## src/rtl/fifo_pkt_reader_if.sv

```systemverilog
// rtl/fifo_pkt_reader_if.sv - FIFO read side and packet output side of fifo_pkt_reader
interface fifo_pkt_reader_if #(
  parameter int WIDTH = 64,
  parameter int PTR   = 4
) ();
  logic             rdempty;
  logic [PTR:0]     rdusedw;
  logic [WIDTH-1:0] fifo_data;
  logic             rden;
  logic             out_valid;
  logic             out_ready;
  logic [WIDTH-1:0] out_data;
  logic             out_sop;
  logic             out_eop;
  logic [7:0]       out_be;
  logic             len_err;

  // The reader is the master: it pops the FIFO and sources the packet stream.
  modport master (
    input  rdempty, rdusedw, fifo_data, out_ready,
    output rden, out_valid, out_data, out_sop, out_eop, out_be, len_err
  );

  // FIFO and downstream sink seen from the environment.
  modport slave (
    output rdempty, rdusedw, fifo_data, out_ready,
    input  rden, out_valid, out_data, out_sop, out_eop, out_be, len_err
  );
endinterface

```

## src/rtl/fifo_pkt_reader.sv

```systemverilog
// rtl/fifo_pkt_reader.sv - header-framed FIFO packet reader; optional FIFO_PKT_READER_STATS_EN counters
module fifo_pkt_reader #(
  parameter int          WIDTH   = 64,
  parameter int          PTR     = 4,
  parameter int unsigned MAX_LEN = 1518
) (
  input  logic                clk,
  input  logic                reset_,
  fifo_pkt_reader_if.master   bus
`ifdef FIFO_PKT_READER_STATS_EN
  ,
  output logic [31:0]         pkt_cnt,
  output logic [15:0]         err_cnt
`endif
);
  localparam int EW = WIDTH + 10;

  typedef enum logic [1:0] {S_IDLE, S_HDR_WAIT, S_DATA} state_t;

  state_t        r_state, w_next;
  logic [13:0]   r_n;
  logic [13:0]   r_issued;
  logic [7:0]    r_be_last;
  logic          r_inflight;
  logic          r_inf_sop;
  logic          r_inf_eop;
  logic [EW-1:0] r_buf [2];
  logic          r_wr_ptr;
  logic          r_rd_ptr;
  logic [1:0]    r_buf_cnt;

  logic          w_rden;
  logic          w_len_err;
  logic          w_rd;
  logic          w_wr;
  logic          w_space;
  logic [15:0]   w_len;
  logic          w_len_ok;
  logic [16:0]   w_len_p7;
  logic [13:0]   w_hdr_n;
  logic [7:0]    w_hdr_be;
  logic [EW-1:0] w_head;

  assign w_len    = bus.fifo_data[15:0];
  assign w_len_ok = (w_len != 16'd0) && (32'(w_len) <= MAX_LEN);
  assign w_len_p7 = {1'b0, w_len} + 17'd7;
  assign w_hdr_n  = w_len_p7[16:3];
  assign w_hdr_be = (w_len[2:0] == 3'd0) ? 8'hFF : ((8'd1 << w_len[2:0]) - 8'd1);

  assign w_head = r_buf[r_rd_ptr];
  assign w_rd   = (r_buf_cnt != 2'd0) && bus.out_ready;
  // Only payload pops land in the buffer; a header pop is always followed by HDR_WAIT.
  assign w_wr   = r_inflight && (r_state == S_DATA);
  // Occupancy counts the entry leaving this cycle as gone, so a full-rate
  // stream keeps popping every cycle without ever exceeding two entries.
  assign w_space = (({1'b0, r_buf_cnt} - {2'b00, w_rd} + {2'b00, r_inflight}) < 3'd2);

  // Next state, pop request and length-error pulse.
  always_comb begin
    w_next    = r_state;
    w_rden    = 1'b0;
    w_len_err = 1'b0;
    case (r_state)
      S_IDLE: begin
        if (!bus.rdempty && w_space) begin
          w_rden = 1'b1;
          w_next = S_HDR_WAIT;
        end
      end
      S_HDR_WAIT: begin
        if (w_len_ok) begin
          w_next = S_DATA;
        end else begin
          w_next    = S_IDLE;
          w_len_err = 1'b1;
        end
      end
      S_DATA: begin
        if (!bus.rdempty && w_space && (r_issued < r_n)) begin
          w_rden = 1'b1;
        end
        if (w_wr && r_inf_eop) begin
          w_next = S_IDLE;
        end
      end
      default: w_next = S_IDLE;
    endcase
  end

  // State register, header capture and per-packet pop tracking.
  always_ff @(posedge clk or negedge reset_) begin
    if (!reset_) begin
      r_state    <= S_IDLE;
      r_n        <= '0;
      r_issued   <= '0;
      r_be_last  <= '0;
      r_inflight <= 1'b0;
      r_inf_sop  <= 1'b0;
      r_inf_eop  <= 1'b0;
    end else begin
      r_state    <= w_next;
      r_inflight <= w_rden;
      if (r_state == S_HDR_WAIT && w_len_ok) begin
        r_n       <= w_hdr_n;
        r_issued  <= '0;
        r_be_last <= w_hdr_be;
      end
      if (w_rden && r_state == S_DATA) begin
        r_issued  <= r_issued + 14'd1;
        r_inf_sop <= (r_issued == 14'd0);
        r_inf_eop <= (r_issued == r_n - 14'd1);
      end
    end
  end

  // Two-entry output buffer holding {data, sop, eop, be}.
  always_ff @(posedge clk or negedge reset_) begin
    if (!reset_) begin
      r_buf[0]  <= '0;
      r_buf[1]  <= '0;
      r_wr_ptr  <= 1'b0;
      r_rd_ptr  <= 1'b0;
      r_buf_cnt <= 2'd0;
    end else begin
      if (w_wr) begin
        r_buf[r_wr_ptr] <= {bus.fifo_data, r_inf_sop, r_inf_eop,
                            (r_inf_eop ? r_be_last : 8'hFF)};
        r_wr_ptr <= ~r_wr_ptr;
      end
      if (w_rd) begin
        r_rd_ptr <= ~r_rd_ptr;
      end
      r_buf_cnt <= r_buf_cnt + {1'b0, w_wr} - {1'b0, w_rd};
    end
  end

  // rden is combinational, so it is held low explicitly while reset is asserted.
  assign bus.rden      = w_rden & reset_;
  assign bus.len_err   = w_len_err & reset_;
  assign bus.out_valid = (r_buf_cnt != 2'd0);
  assign bus.out_data  = w_head[EW-1:10];
  assign bus.out_sop   = w_head[9];
  assign bus.out_eop   = w_head[8];
  assign bus.out_be    = w_head[7:0];

`ifdef FIFO_PKT_READER_STATS_EN
  // Wrapping packet and length-error counters.
  always_ff @(posedge clk or negedge reset_) begin
    if (!reset_) begin
      pkt_cnt <= '0;
      err_cnt <= '0;
    end else begin
      if (w_rd && bus.out_eop) pkt_cnt <= pkt_cnt + 32'd1;
      if (w_len_err)           err_cnt <= err_cnt + 16'd1;
    end
  end
`endif
endmodule
```

## src/flat_wrapper.sv

```systemverilog
// flat-port wrapper written by rule: the top's interface ports become plain ports
module fifo_pkt_reader_flat 
#(
  parameter int          WIDTH   = 64,
  parameter int          PTR     = 4,
  parameter int unsigned MAX_LEN = 1518
)
  (clk, reset_, bus_rdempty, bus_rdusedw, bus_fifo_data, bus_out_ready, bus_rden, bus_out_valid, bus_out_data, bus_out_sop, bus_out_eop, bus_out_be, bus_len_err);
  fifo_pkt_reader_if #(.WIDTH(WIDTH), .PTR(PTR)) bus_i ();
  input  logic clk;
  input  logic reset_;
  input wire logic [$bits(bus_i.rdempty)-1:0] bus_rdempty;
  input wire logic [$bits(bus_i.rdusedw)-1:0] bus_rdusedw;
  input wire logic [$bits(bus_i.fifo_data)-1:0] bus_fifo_data;
  input wire logic [$bits(bus_i.out_ready)-1:0] bus_out_ready;
  output wire logic [$bits(bus_i.rden)-1:0] bus_rden;
  output wire logic [$bits(bus_i.out_valid)-1:0] bus_out_valid;
  output wire logic [$bits(bus_i.out_data)-1:0] bus_out_data;
  output wire logic [$bits(bus_i.out_sop)-1:0] bus_out_sop;
  output wire logic [$bits(bus_i.out_eop)-1:0] bus_out_eop;
  output wire logic [$bits(bus_i.out_be)-1:0] bus_out_be;
  output wire logic [$bits(bus_i.len_err)-1:0] bus_len_err;
  assign bus_i.rdempty = bus_rdempty;
  assign bus_i.rdusedw = bus_rdusedw;
  assign bus_i.fifo_data = bus_fifo_data;
  assign bus_i.out_ready = bus_out_ready;
  assign bus_rden = bus_i.rden;
  assign bus_out_valid = bus_i.out_valid;
  assign bus_out_data = bus_i.out_data;
  assign bus_out_sop = bus_i.out_sop;
  assign bus_out_eop = bus_i.out_eop;
  assign bus_out_be = bus_i.out_be;
  assign bus_len_err = bus_i.len_err;
  fifo_pkt_reader #(.WIDTH(WIDTH), .PTR(PTR), .MAX_LEN(MAX_LEN)) u_core (.clk(clk), .reset_(reset_), .bus(bus_i));
endmodule
```

## config.mk

```make
export PLATFORM = sky130hd
export DESIGN_NAME = fifo_pkt_reader_flat
export DESIGN_NICKNAME = d
export VERILOG_FILES = /design/src/rtl/fifo_pkt_reader_if.sv /design/src/rtl/fifo_pkt_reader.sv /design/src/flat_wrapper.sv
export SDC_FILE = /design/constraint.sdc
export NUM_CORES = 1
export LEC_CHECK = 0
export BUFFER_PORTS_ARGS = -buffer_cell sky130_fd_sc_hd__buf_2
export CAP_MARGIN = 10
export CORE_ASPECT_RATIO = 1.2
export CORE_MARGIN = 2
export CORE_UTILIZATION = 28
export DETAILED_ROUTE_END_ITERATION = 10
export SYNTH_ARGS = -nofsm -noshare
export SYNTH_HDL_FRONTEND = slang
export SYNTH_SLANG_ARGS = --single-unit
```

## constraint.sdc

```tcl
create_clock -name clk -period 3.65 [get_ports clk]
set_input_delay 0.73 -clock clk [delete_from_list [all_inputs] [get_ports clk]]
set_output_delay 0.73 -clock clk [all_outputs]
set_load 0.01 [all_outputs]
```

==> flow_summary.json <==
{
  "status": "finished clean",
  "use_met2_pct": 21.00,
  "async_reset_ff_share_pct": 100.0,
  "dp_hpwl_mm": 14.23,
  "htree_levels": 4,
  "nNetsFinal": 1004,
  "period_share_pct": 93.74,
  "synth_xor_area_share_pct": 2.596,
  "synth_area_um2": 9448,
  "n_fill_cell": 3344,
  "die_y_um": 205.2,
  "yosys.area_share.simple_pct": 9.787,
  "switchingPower_uw": 3015,
  "finalMaxSlewViolations": 0,
  "synth.largest_area_cell": "dfrtp_1",
  "yosys_warnings": 0,
  "wl_per_cell_um": 15.27,
  "worstPathArrival_ns": 2.69,
  "hold_class": "in2async",
  "comb_power_share_pct": 37.9,
  "synth.avg_cell_area_um2": 12.19,
  "final_area_um2": 11350,
  "dr.pass1.iters": 4,
  "max_freq_mhz": 292.3,
  "drive_above_1_share_pct": 44.86,
  "grt_pass1_vias": 6292,
  "synthFlopType": "dfrtp_1",
  "p_leak_uw": 0.005110,
  "grt_max_degree": 160,
  "vias": 6327,
  "die_w_um": 171.7,
  "ys_seq_area_share_pct": 51.12,
  "grt_use_met3_pct": 3.001,
  "cts_hold_buf": 0,
  "route.detailed.drc": 0,
  "syn_to_final_growth_pct": 20.18,
  "critPathMaxStageDelay_ns": 0.51,
  "critPathKind": "reg2out",
  "routabilityCongestion": 0.8318,
  "stdcell_count": 1375,
  "coreArea_um2": 33160,
  "synthAdderAreaFrac_pct": 2.596,
  "post_cts_buffers": 0,
  "crit_required_ns": 2.92,
  "rsz0062_at_grt": "false",
  "synth_edf_count": 0,
  "syn_inst": 775,
  "dieArea_um2": 35230,
  "initial_utilization_pct": 28.50,
  "slew_headroom_pct": 38.47,
  "ys_seq_elements": 193,
  "crit_fanout": 6,
  "crit_slowest_cell": "dfrtp_1",
  "grt_use_total_pct": 12.09,
  "power.share.switching_pct": 33.39,
  "multi_input_area_um2": 4352,
  "cts_tree": "built",
  "peakVddDrop_mv": 0.3160,
  "grt_antenna_before_repair": 1,
  "met1_usage_pct": 14.57,
  "setup.worst_path.start_class": "flip-flop",
  "synth_top_area_share_pct": 51.12,
  "rows": 73,
  "clk_latency_ns": 0.43,
  "antenna_cells": 0,
  "worstMarginPinSlew_ns": 0.9229,
  "fin_crit_ns": 3.422,
  "synthTopCellsByArea": "dfrtp_1 51%, mux2_2 25%, ha_1 2.4%",
  "ff_latch_area_um2": 4833,
  "max_cap_violations": 0,
  "cts-root-buf": "clkbuf_16",
  "ioPinCount": 150,
  "powerDensity_nw_per_um2": 795.1,
  "synth_top_family_by_area": "multiplexers",
  "cts_resized": 0,
  "place_area_um2": 10720,
  "hold_viol": 0,
  "mappedNetlistNets": 867,
  "vias_per_cell": 4.601,
  "cts_sinks": 193,
  "power_uw": 9028,
  "r2r-start": "u_core.r_buf_cnt[1]",
  "top_usage_layer": "met2",
  "final_cell_mix": "206 x mux2_2, 192 x dfrtp_1, 143 x buf_2",
  "cp-startpoint": "u_core.r_n[7]",
  "setup-violations-final": 0,
  "synth_compound_gate_area_share_pct": 6.344,
  "drtAntennaViolNets": 0,
  "place_inst": 1343,
  "grt-ovfl-total": 0,
  "p_int_uw": 6013,
  "crit_chain": "inv_1 > ha_1 > a21oi_1 > o21ai_0 > a211oi_1 > nand3_1 > a211oi_2 > and2_1 > buf_2",
  "yosys-mux-area-fraction_pct": 24.55,
  "io_buffers": 144,
  "end_kind": "output port",
  "clkTransAtPathRegs_ns": 0.08,
  "drt_wl_total_mm": 21.00,
  "setup_tns_ns": 0,
  "clock_path_buffers": 2,
  "final_common_cell": "mux2_2",
  "grt_pass1_wl_mm": 33.33,
  "seq_power_share_pct": 40.2,
  "p_clk_share_pct": 22.0,
  "cts_buffers": 17,
  "drt_iter0_drc": 258,
  "synth_cell_types": 58,
  "finClkSkew_ns": 0.01368
}
[per-stage QoR]
stage | setup WS [ns] | utilization [%] | hold slack, ns
floorplan | 0.8510 | - | 0.4344
global placement | 0.4376 | 32.33 | 0.4542
detailed placement | 0.4315 | 32.33 | 0.4593
CTS | 0.09353 | 34.23 | 0.1897
global route | 0.005714 | 34.25 | 0.1925
finish | 0.2284 | 34.25 | 0.1998
[worst paths after layout]
check	to	slack, ns	cells after the start
setup reg to reg	u_core.r_issued[2]	0.97	8
hold reg to reg	u_core.r_be_last[0]	0.47	1
setup / recovery	bus_rden	0.23	9
max in group asynchronous	u_core.r_buf[129]	2.28	2
min in group clk	u_core.r_be_last[0]	0.47	1
hold / removal	u_core.r_inf_sop	0.20	1
[power groups by stage]
| stage | sequential [uW] | combinational (uW) | clock, uW |
|---|---|---|---|
| floorplan | 3470 | 2420 | 0 |
| global placement | 3610 | 3420 | 0 |
| detailed placement | 3670 | 3460 | 0 |
| CTS | 3630 | 3480 | 2070 |
| global route | 3760 | 3790 | 2150 |
| finish | 3630 | 3420 | 1980 |
[cell usage after synthesis (6+ instances only)]
| cell | number |
|---|---|
| mux2_2 | 206 |
| dfrtp_1 | 193 |
| nor2_1 | 42 |
| nand2_1 | 38 |
| o21ai_0 | 29 |
| inv_1 | 28 |
| buf_2 | 23 |
| a21oi_1 | 21 |
| ha_1 | 18 |
| xnor2_1 | 16 |
| nand3_1 | 14 |
| clkbuf_1 | 13 |
| xor2_1 | 12 |
| nor2b_1 | 11 |
| nor4_1 | 10 |
| nand4_1 | 9 |
| a31oi_1 | 8 |
| a211oi_1 | 7 |
| nor3_1 | 7 |
| o211ai_1 | 6 |
| or3_1 | 6 |
[cell type report]
class                           instances  share of cell area (%)
Clock buffer                           18                   3.868
Multi-Input combinational cell        516                   38.33
Sequential cell                       193                   42.57
Timing Repair Buffer                  156                   7.658
Clock inverter                         14                   1.697
Tap cell                              450                   4.959
Inverter                               28                  0.9256
[cells by family after synthesis]
kind of cell | count (synthesis)
mux | 206
flops | 193
simple gates | 169
compound gates | 94
buf+inv | 66
xor+xnor | 28
fa+ha+maj | 19
[routing by layer]
layer  wire [um]  vias to the layer above
met5          12                        -
met4         312                        2
met3         981                       21
met2       10610                      110
met1        9080                     3135
li1            -                     3059
[sequential cells by signal (all words and copies together) (netlist names)]
| name | cells |
|---|---|
| u_core.r_inf_sop | 1 |
| u_core.r_inflight | 1 |
| u_core.r_wr_ptr | 1 |
| u_core.r_be_last | 8 |
| u_core.r_inf_eop | 1 |
| u_core.r_state | 2 |
| u_core.r_issued | 14 |
| u_core.r_n | 14 |
| u_core.r_rd_ptr | 1 |
| u_core.r_buf_cnt | 2 |
| u_core.r_buf | 148 |
[critical path: cells and delay by family (launching register included)]
| family | cells | cell delay [ns] |
|---|---|---|
| DFF | 1 | 0.51 |
| and+or+nand+nor | 2 | 0.37 |
| buffers and inverters | 2 | 0.20 |
| adders and majority gates | 1 | 0.29 |
| AOI/OAI and AO/OA | 4 | 0.89 |
No activity file was read; power rests on OpenSTA's default activity.
